<file path="config.mk">
export PLATFORM = sky130hd
export DESIGN_NAME = nrd_result_collector
export DESIGN_NICKNAME = d
export VERILOG_FILES = /design/src/rtl/nrd_result_collector_pkg.sv /design/src/rtl/nrd_rem_fix.sv /design/src/rtl/nrd_result_collector.sv
export SDC_FILE = /design/constraint.sdc
export NUM_CORES = 1
export LEC_CHECK = 0
export ABC_AREA = 1
export CORE_UTILIZATION = 59
export CTS_CLUSTER_SIZE = 10
export DETAILED_ROUTE_END_ITERATION = 16
export GPL_TIMING_DRIVEN = 0
export HOLD_SLACK_MARGIN = 0.03
export PLACE_DENSITY = 0.84
export SLEW_MARGIN = 0
export SYNTH_ARGS = -nofsm -noshare
export SYNTH_HDL_FRONTEND = slang
export SYNTH_SLANG_ARGS = --single-unit
</file>
<file path="constraint.sdc">
create_clock -name clk -period 3.94 [get_ports clk]
set_clock_uncertainty 0.2 [all_clocks]
set_input_delay 0.788 -clock clk [delete_from_list [all_inputs] [get_ports clk]]
set_output_delay 0.788 -clock clk [all_outputs]
set_load 0.01 [all_outputs]
</file>
<file path="src/rtl/nrd_result_collector_pkg.sv">
//------------------------------------------------------------------------------
// Module   : nrd_result_collector_pkg
// Brief    : Shared defaults and helpers for the NRD result collector slice.
// Revision : 1.0 - initial release
//------------------------------------------------------------------------------
`default_nettype none

package nrd_result_collector_pkg;

    localparam int NRD_WIDTH = 4;
    localparam int NRD_DEPTH = 4;

    // Quotient reported for a zero divisor at the default width.
    localparam logic [NRD_WIDTH-1:0] NRD_DZ_QUOT = '1;

    function automatic int nrd_clog2(input int value);
        int result;
        result = 0;
        while ((1 << result) < value) begin
            result = result + 1;
        end
        return result;
    endfunction

endpackage

`default_nettype wire

</file>
<file path="src/rtl/nrd_rem_fix.sv">
//------------------------------------------------------------------------------
// Module   : nrd_rem_fix
// Brief    : Combinational remainder correction and divide-by-zero handling.
// Revision : 1.0 - initial release
//------------------------------------------------------------------------------
`default_nettype none

module nrd_rem_fix #(
    parameter int WIDTH = 4
) (
    input  logic [WIDTH-1:0] in_x,
    input  logic [WIDTH-1:0] in_y,
    input  logic [WIDTH:0]   in_r,
    input  logic [WIDTH-1:0] in_q,
    output logic [WIDTH-1:0] q,
    output logic [WIDTH-1:0] rem,
    output logic             dz
);

    logic [WIDTH:0] w_sum;

    // A negative raw remainder is restored by adding the divisor back once.
    assign w_sum = in_r + {1'b0, in_y};

    always_comb begin
        q   = in_q;
        rem = in_r[WIDTH-1:0];
        dz  = 1'b0;
        if (in_y == '0) begin
            q   = '1;
            rem = in_x;
            dz  = 1'b1;
        end else if (in_r[WIDTH]) begin
            rem = w_sum[WIDTH-1:0];
        end
    end

endmodule

`default_nettype wire

</file>
<file path="src/rtl/nrd_result_collector.sv">
//------------------------------------------------------------------------------
// Module   : nrd_result_collector
// Brief    : Corrects raw divider results and buffers them in a small FIFO
//            with valid/ready handshakes. Optional macro NRD_DZ_STATS_EN adds
//            a saturating divide-by-zero counter output dz_cnt.
// Revision : 1.0 - initial release
//------------------------------------------------------------------------------
`default_nettype none

module nrd_result_collector
    import nrd_result_collector_pkg::*;
#(
    parameter int WIDTH = NRD_WIDTH,
    parameter int DEPTH = NRD_DEPTH
) (
    input  logic                          clk,
    input  logic                          rst_n,
    input  logic                          in_valid,
    output logic                          in_ready,
    input  logic [WIDTH-1:0]              in_x,
    input  logic [WIDTH-1:0]              in_y,
    input  logic [WIDTH:0]                in_r,
    input  logic [WIDTH-1:0]              in_q,
    output logic                          out_valid,
    input  logic                          out_ready,
    output logic [WIDTH-1:0]              out_q,
    output logic [WIDTH-1:0]              out_rem,
    output logic                          out_dz,
    output logic [nrd_clog2(DEPTH):0]     count
`ifdef NRD_DZ_STATS_EN
    ,
    output logic [7:0]                    dz_cnt
`endif
);

    localparam int PTR_W = nrd_clog2(DEPTH);

    logic [WIDTH-1:0] w_fix_q;
    logic [WIDTH-1:0] w_fix_rem;
    logic             w_fix_dz;

    logic [PTR_W-1:0] r_rd_ptr;
    logic [PTR_W-1:0] r_wr_ptr;
    logic [PTR_W:0]   r_count;

    logic [WIDTH-1:0] r_mem_q   [DEPTH];
    logic [WIDTH-1:0] r_mem_rem [DEPTH];
    logic             r_mem_dz  [DEPTH];

    logic [WIDTH-1:0] r_out_q;
    logic [WIDTH-1:0] r_out_rem;
    logic             r_out_dz;

    logic             w_full;
    logic             w_empty;
    logic             w_push;
    logic             w_pop;
    logic [PTR_W-1:0] w_rd_next;
    logic [PTR_W:0]   w_cnt_next;
    logic             w_head_written;

    nrd_rem_fix #(
        .WIDTH (WIDTH)
    ) u_rem_fix (
        .in_x (in_x),
        .in_y (in_y),
        .in_r (in_r),
        .in_q (in_q),
        .q    (w_fix_q),
        .rem  (w_fix_rem),
        .dz   (w_fix_dz)
    );

    assign w_full  = (r_count == (PTR_W+1)'(DEPTH));
    assign w_empty = (r_count == '0);
    assign w_push  = in_valid & ~w_full;
    assign w_pop   = out_ready & ~w_empty;

    assign w_rd_next = w_pop ? r_rd_ptr + PTR_W'(1) : r_rd_ptr;

    always_comb begin
        w_cnt_next = r_count;
        if (w_push && !w_pop) begin
            w_cnt_next = r_count + (PTR_W+1)'(1);
        end else if (!w_push && w_pop) begin
            w_cnt_next = r_count - (PTR_W+1)'(1);
        end
    end

    // The slot becoming head may be written this very edge; take it from the fixer.
    assign w_head_written = w_push && (r_wr_ptr == w_rd_next);

    for (genvar gi = 0; gi < DEPTH; gi++) begin : g_entry
        always_ff @(posedge clk) begin
            if (w_push && (r_wr_ptr == PTR_W'(gi))) begin
                r_mem_q[gi]   <= w_fix_q;
                r_mem_rem[gi] <= w_fix_rem;
                r_mem_dz[gi]  <= w_fix_dz;
            end
        end
    end

    always_ff @(posedge clk or negedge rst_n) begin
        if (!rst_n) begin
            r_rd_ptr <= '0;
            r_wr_ptr <= '0;
            r_count  <= '0;
        end else begin
            if (w_push) begin
                r_wr_ptr <= r_wr_ptr + PTR_W'(1);
            end
            r_rd_ptr <= w_rd_next;
            r_count  <= w_cnt_next;
        end
    end

    // Head registers hold the last popped value while the FIFO is empty.
    always_ff @(posedge clk or negedge rst_n) begin
        if (!rst_n) begin
            r_out_q   <= '0;
            r_out_rem <= '0;
            r_out_dz  <= 1'b0;
        end else if (w_cnt_next != '0) begin
            if (w_head_written) begin
                r_out_q   <= w_fix_q;
                r_out_rem <= w_fix_rem;
                r_out_dz  <= w_fix_dz;
            end else begin
                r_out_q   <= r_mem_q[w_rd_next];
                r_out_rem <= r_mem_rem[w_rd_next];
                r_out_dz  <= r_mem_dz[w_rd_next];
            end
        end
    end

`ifdef NRD_DZ_STATS_EN
    logic [7:0] r_dz_cnt;

    always_ff @(posedge clk or negedge rst_n) begin
        if (!rst_n) begin
            r_dz_cnt <= '0;
        end else if (w_push && w_fix_dz && (r_dz_cnt != 8'hFF)) begin
            r_dz_cnt <= r_dz_cnt + 8'd1;
        end
    end

    assign dz_cnt = r_dz_cnt;
`endif

    assign in_ready  = ~w_full;
    assign out_valid = ~w_empty;
    assign out_q     = r_out_q;
    assign out_rem   = r_out_rem;
    assign out_dz    = r_out_dz;
    assign count     = r_count;

endmodule

`default_nettype wire

</file>
==> flow_summary.ini <==
[critical_path]
path_class = reg -> out
cp_cell_sequence = inv_1, ha_1, nand2_2, clkdlybuf4s50_1
crit_fanout = 4
path_buf_inv = 2
crit_path_max_incr_delay_ns = 0.54
crit_slowest_cell = clkdlybuf4s50_1
critPathArrivalTime_ns = 1.72
path_delay_family = buffers and inverters
startpoint_type = flip-flop
cp.required_ns = 2.95
crit_path_end_kind = output port

[clock_tree]
h-tree-depth = 2
holdBufCountCts = 0
cts_tree = built
postCtsSetupRepairBufs = 0
root_buffer = clkbuf_8
cts_resized = 0
clk_pin_slew_worst_paths_ns = 0.10
cts_buffers = 5
numClockSinks = 52
worstSkewPairLatency_ns = 0.31
max-clock-path-buffers = 2

[logic_synthesis]
synth.distinct_cells = 29
syn_inst = 297
synth_top_cells_by_area = edfxtp_1, dfrtp_1, nand2_1
netlist.top_cell.by_area = edfxtp_1
synth_warnings = 0
syn_nets = 329
ys_ff_latch = 52
netlist_area_um2 = 2740
ys_seq_area_frac = 0.541
synth_top_area_share = 0.395
synth.avg_cell_area_um2 = 9.21

[timing]
clock.fmax_mhz = 369
period_share = 0.688
finalSetupViolations = 0
rsz0062_at_grt = no
hold_viol_final = 0
final_max_slew_viol_count = 0
worst_pin_slew_ns = 0.952
fin_tns_setup_ns = 0
slew_headroom = 0.363
finalWorstPathRequiredPeriod_ns = 2.71

[cells_and_area]
regArea_um2 = 1480
n_antenna_cell = 0
layout_common_cells = nand2_1, nand3_1, edfxtp_1
layout.nets = 370
final_util = 0.743
stdcell_count = 391
nFillCells = 329
drive_above_1_share = 0.118
multi_input_area_um2 = 1060
final_common_cell = nand2_1
area_growth_syn_to_layout_pct = 19.8

[route]
drc_errors = 0
viasPerCell = 5.53
drtAntennaViolNets = 0
wl_per_cell_um = 15.1
vias = 2163
first_iter_violations = 158
firstDrtPassIters = 4
routed_wirelength_um = 5920

[pwr]
vdd_drop_max_uv = 384
powerDensity_nw_per_um2 = 806
p_leak_nw = 1.48

[placed_design]
gp_congestion = 0.820
placed_cells = 383
io_buffers = 34
dpl.hpwl_um = 4100

[floorplan]
ios = 35
dieHeight_um = 70.1
coreArea_um2 = 4410
start_util = 0.620
dieArea_um2 = 4910
rows = 24
die-width_um = 70.1

[grt]
grt_max_degree = 18
antenna_found_initial = 0
grt_pass1_wl_um = 9830
overflow = 0
grt.total_usage = 0.262
grt_pass1_vias = 2209

[hold_path]
hold_class = reg -> reg

[status]
status = finished, final reports clean

[job]
max_cap_viol_count = 0
==> per-stage QoR <==
step | total power [W] | area, um2 | setup WS [ns] | hold slack [ns]
4_1_cts | 0.00264 | 3280 | 1.22 | 0.295
6_report | 0.00264 | 3280 | 1.23 | 0.292
2_1_floorplan | 0.00175 | 2740 | 1.68 | 0.292
5_1_grt | 0.00281 | 3280 | 1.12 | 0.320
3_5_place_dp | 0.00220 | 3140 | 1.04 | 0.265
3_3_place_gp | 0.00215 | 3140 | 1.03 | 0.268
==> synth_stat cells <==
master    count
nand2_1      85
nand3_1      56
edfxtp_1     36
inv_1        32
dfrtp_1      16
nor2_1       16
nand2_2      11
ha_1         10
a21oi_1       4
buf_2         3
buf_6         3
nand2_4       3
nor2_4        3
o21ai_0       3
nand3_2       2
a21boi_1      1
a21oi_2       1
a31oi_1       1
buf_4         1
clkinv_1      1
fa_1          1
inv_2         1
inv_4         1
inv_6         1
nor2_2        1
o211ai_1      1
or2_2         1
xnor2_1       1
xor2_1        1
==> state kept, by name (all words and copies together) (netlist names) <==
name	count
r_mem_q	16
count	3
r_mem_rem	16
r_rd_ptr	2
out_dz	1
out_q	4
r_wr_ptr	2
r_mem_dz	4
out_rem	4
==> layer usage <==
layer | track usage | share of wire | vias to the layer above
li1 | - | - | 1048
met2 | 0.490 | 0.54 | 75
met5 | 0 | 0 | -
met3 | 0.0462 | 0.069 | 15
met1 | 0.296 | 0.37 | 1025
met4 | 0.0933 | 0.021 | 0
==> final cells by class <==
| class | count | share of cell area |
|---|---|---|
| buffer | 7 | 0.0172 |
| clock buffer | 5 | 0.0210 |
| clock inverter | 3 | 0.0210 |
| inverter | 36 | 0.0435 |
| multi-input combinational | 202 | 0.322 |
| sequential | 52 | 0.452 |
| tap | 52 | 0.0198 |
| timing repair buffer | 34 | 0.104 |
==> power breakdown <==
group	internal (W)	switching (W)	total, W
sequential	0.000768	0.0000918	0.000860
clock	0.000256	0.000178	0.000433
combinational	0.000507	0.000843	0.00135
==> worst paths after layout <==
kind / slack (ns) / to / cells after the start / from
setup / recovery: 1.23 / out_valid / 4 / count[0]$_DFF_PN0_
hold / removal: 0.29 / out_rem[2]$_DFFE_PN0P_ / 2 / out_rem[2]$_DFFE_PN0P_
setup reg to reg: 1.64 / r_mem_q[0][1]$_DFFE_PP_ / 5 / count[0]$_DFF_PN0_
hold reg to reg: 0.29 / out_rem[2]$_DFFE_PN0P_ / 2 / out_rem[2]$_DFFE_PN0P_
max in group asynchronous: 2.41 / out_rem[1]$_DFFE_PN0P_ / 1 / rst_n
min in group asynchronous: 0.68 / count[0]$_DFF_PN0_ / 1 / rst_n
==> worst reg2reg max path: stages (launching register included) <==
cell     delay, ns
dfrtp_1       0.40
inv_1         0.10
ha_1          0.25
nand2_2       0.11
nand2_4       0.11
nor2_1        0.74
==> kinds of logic (layout without fill, tap and decap cells) <==
logic type / after synthesis / in the layout / synth area share
simple gates: 178 / 178 / 0.303
fa+ha+maj: 11 / 11 / 0.0530
buf+inv: 43 / 85 / 0.0727
xor+xnor: 2 / 2 / 0.00640
flops: 52 / 52 / 0.541
compound gates: 11 / 11 / 0.0238
(Power assumes the default switching activity.)
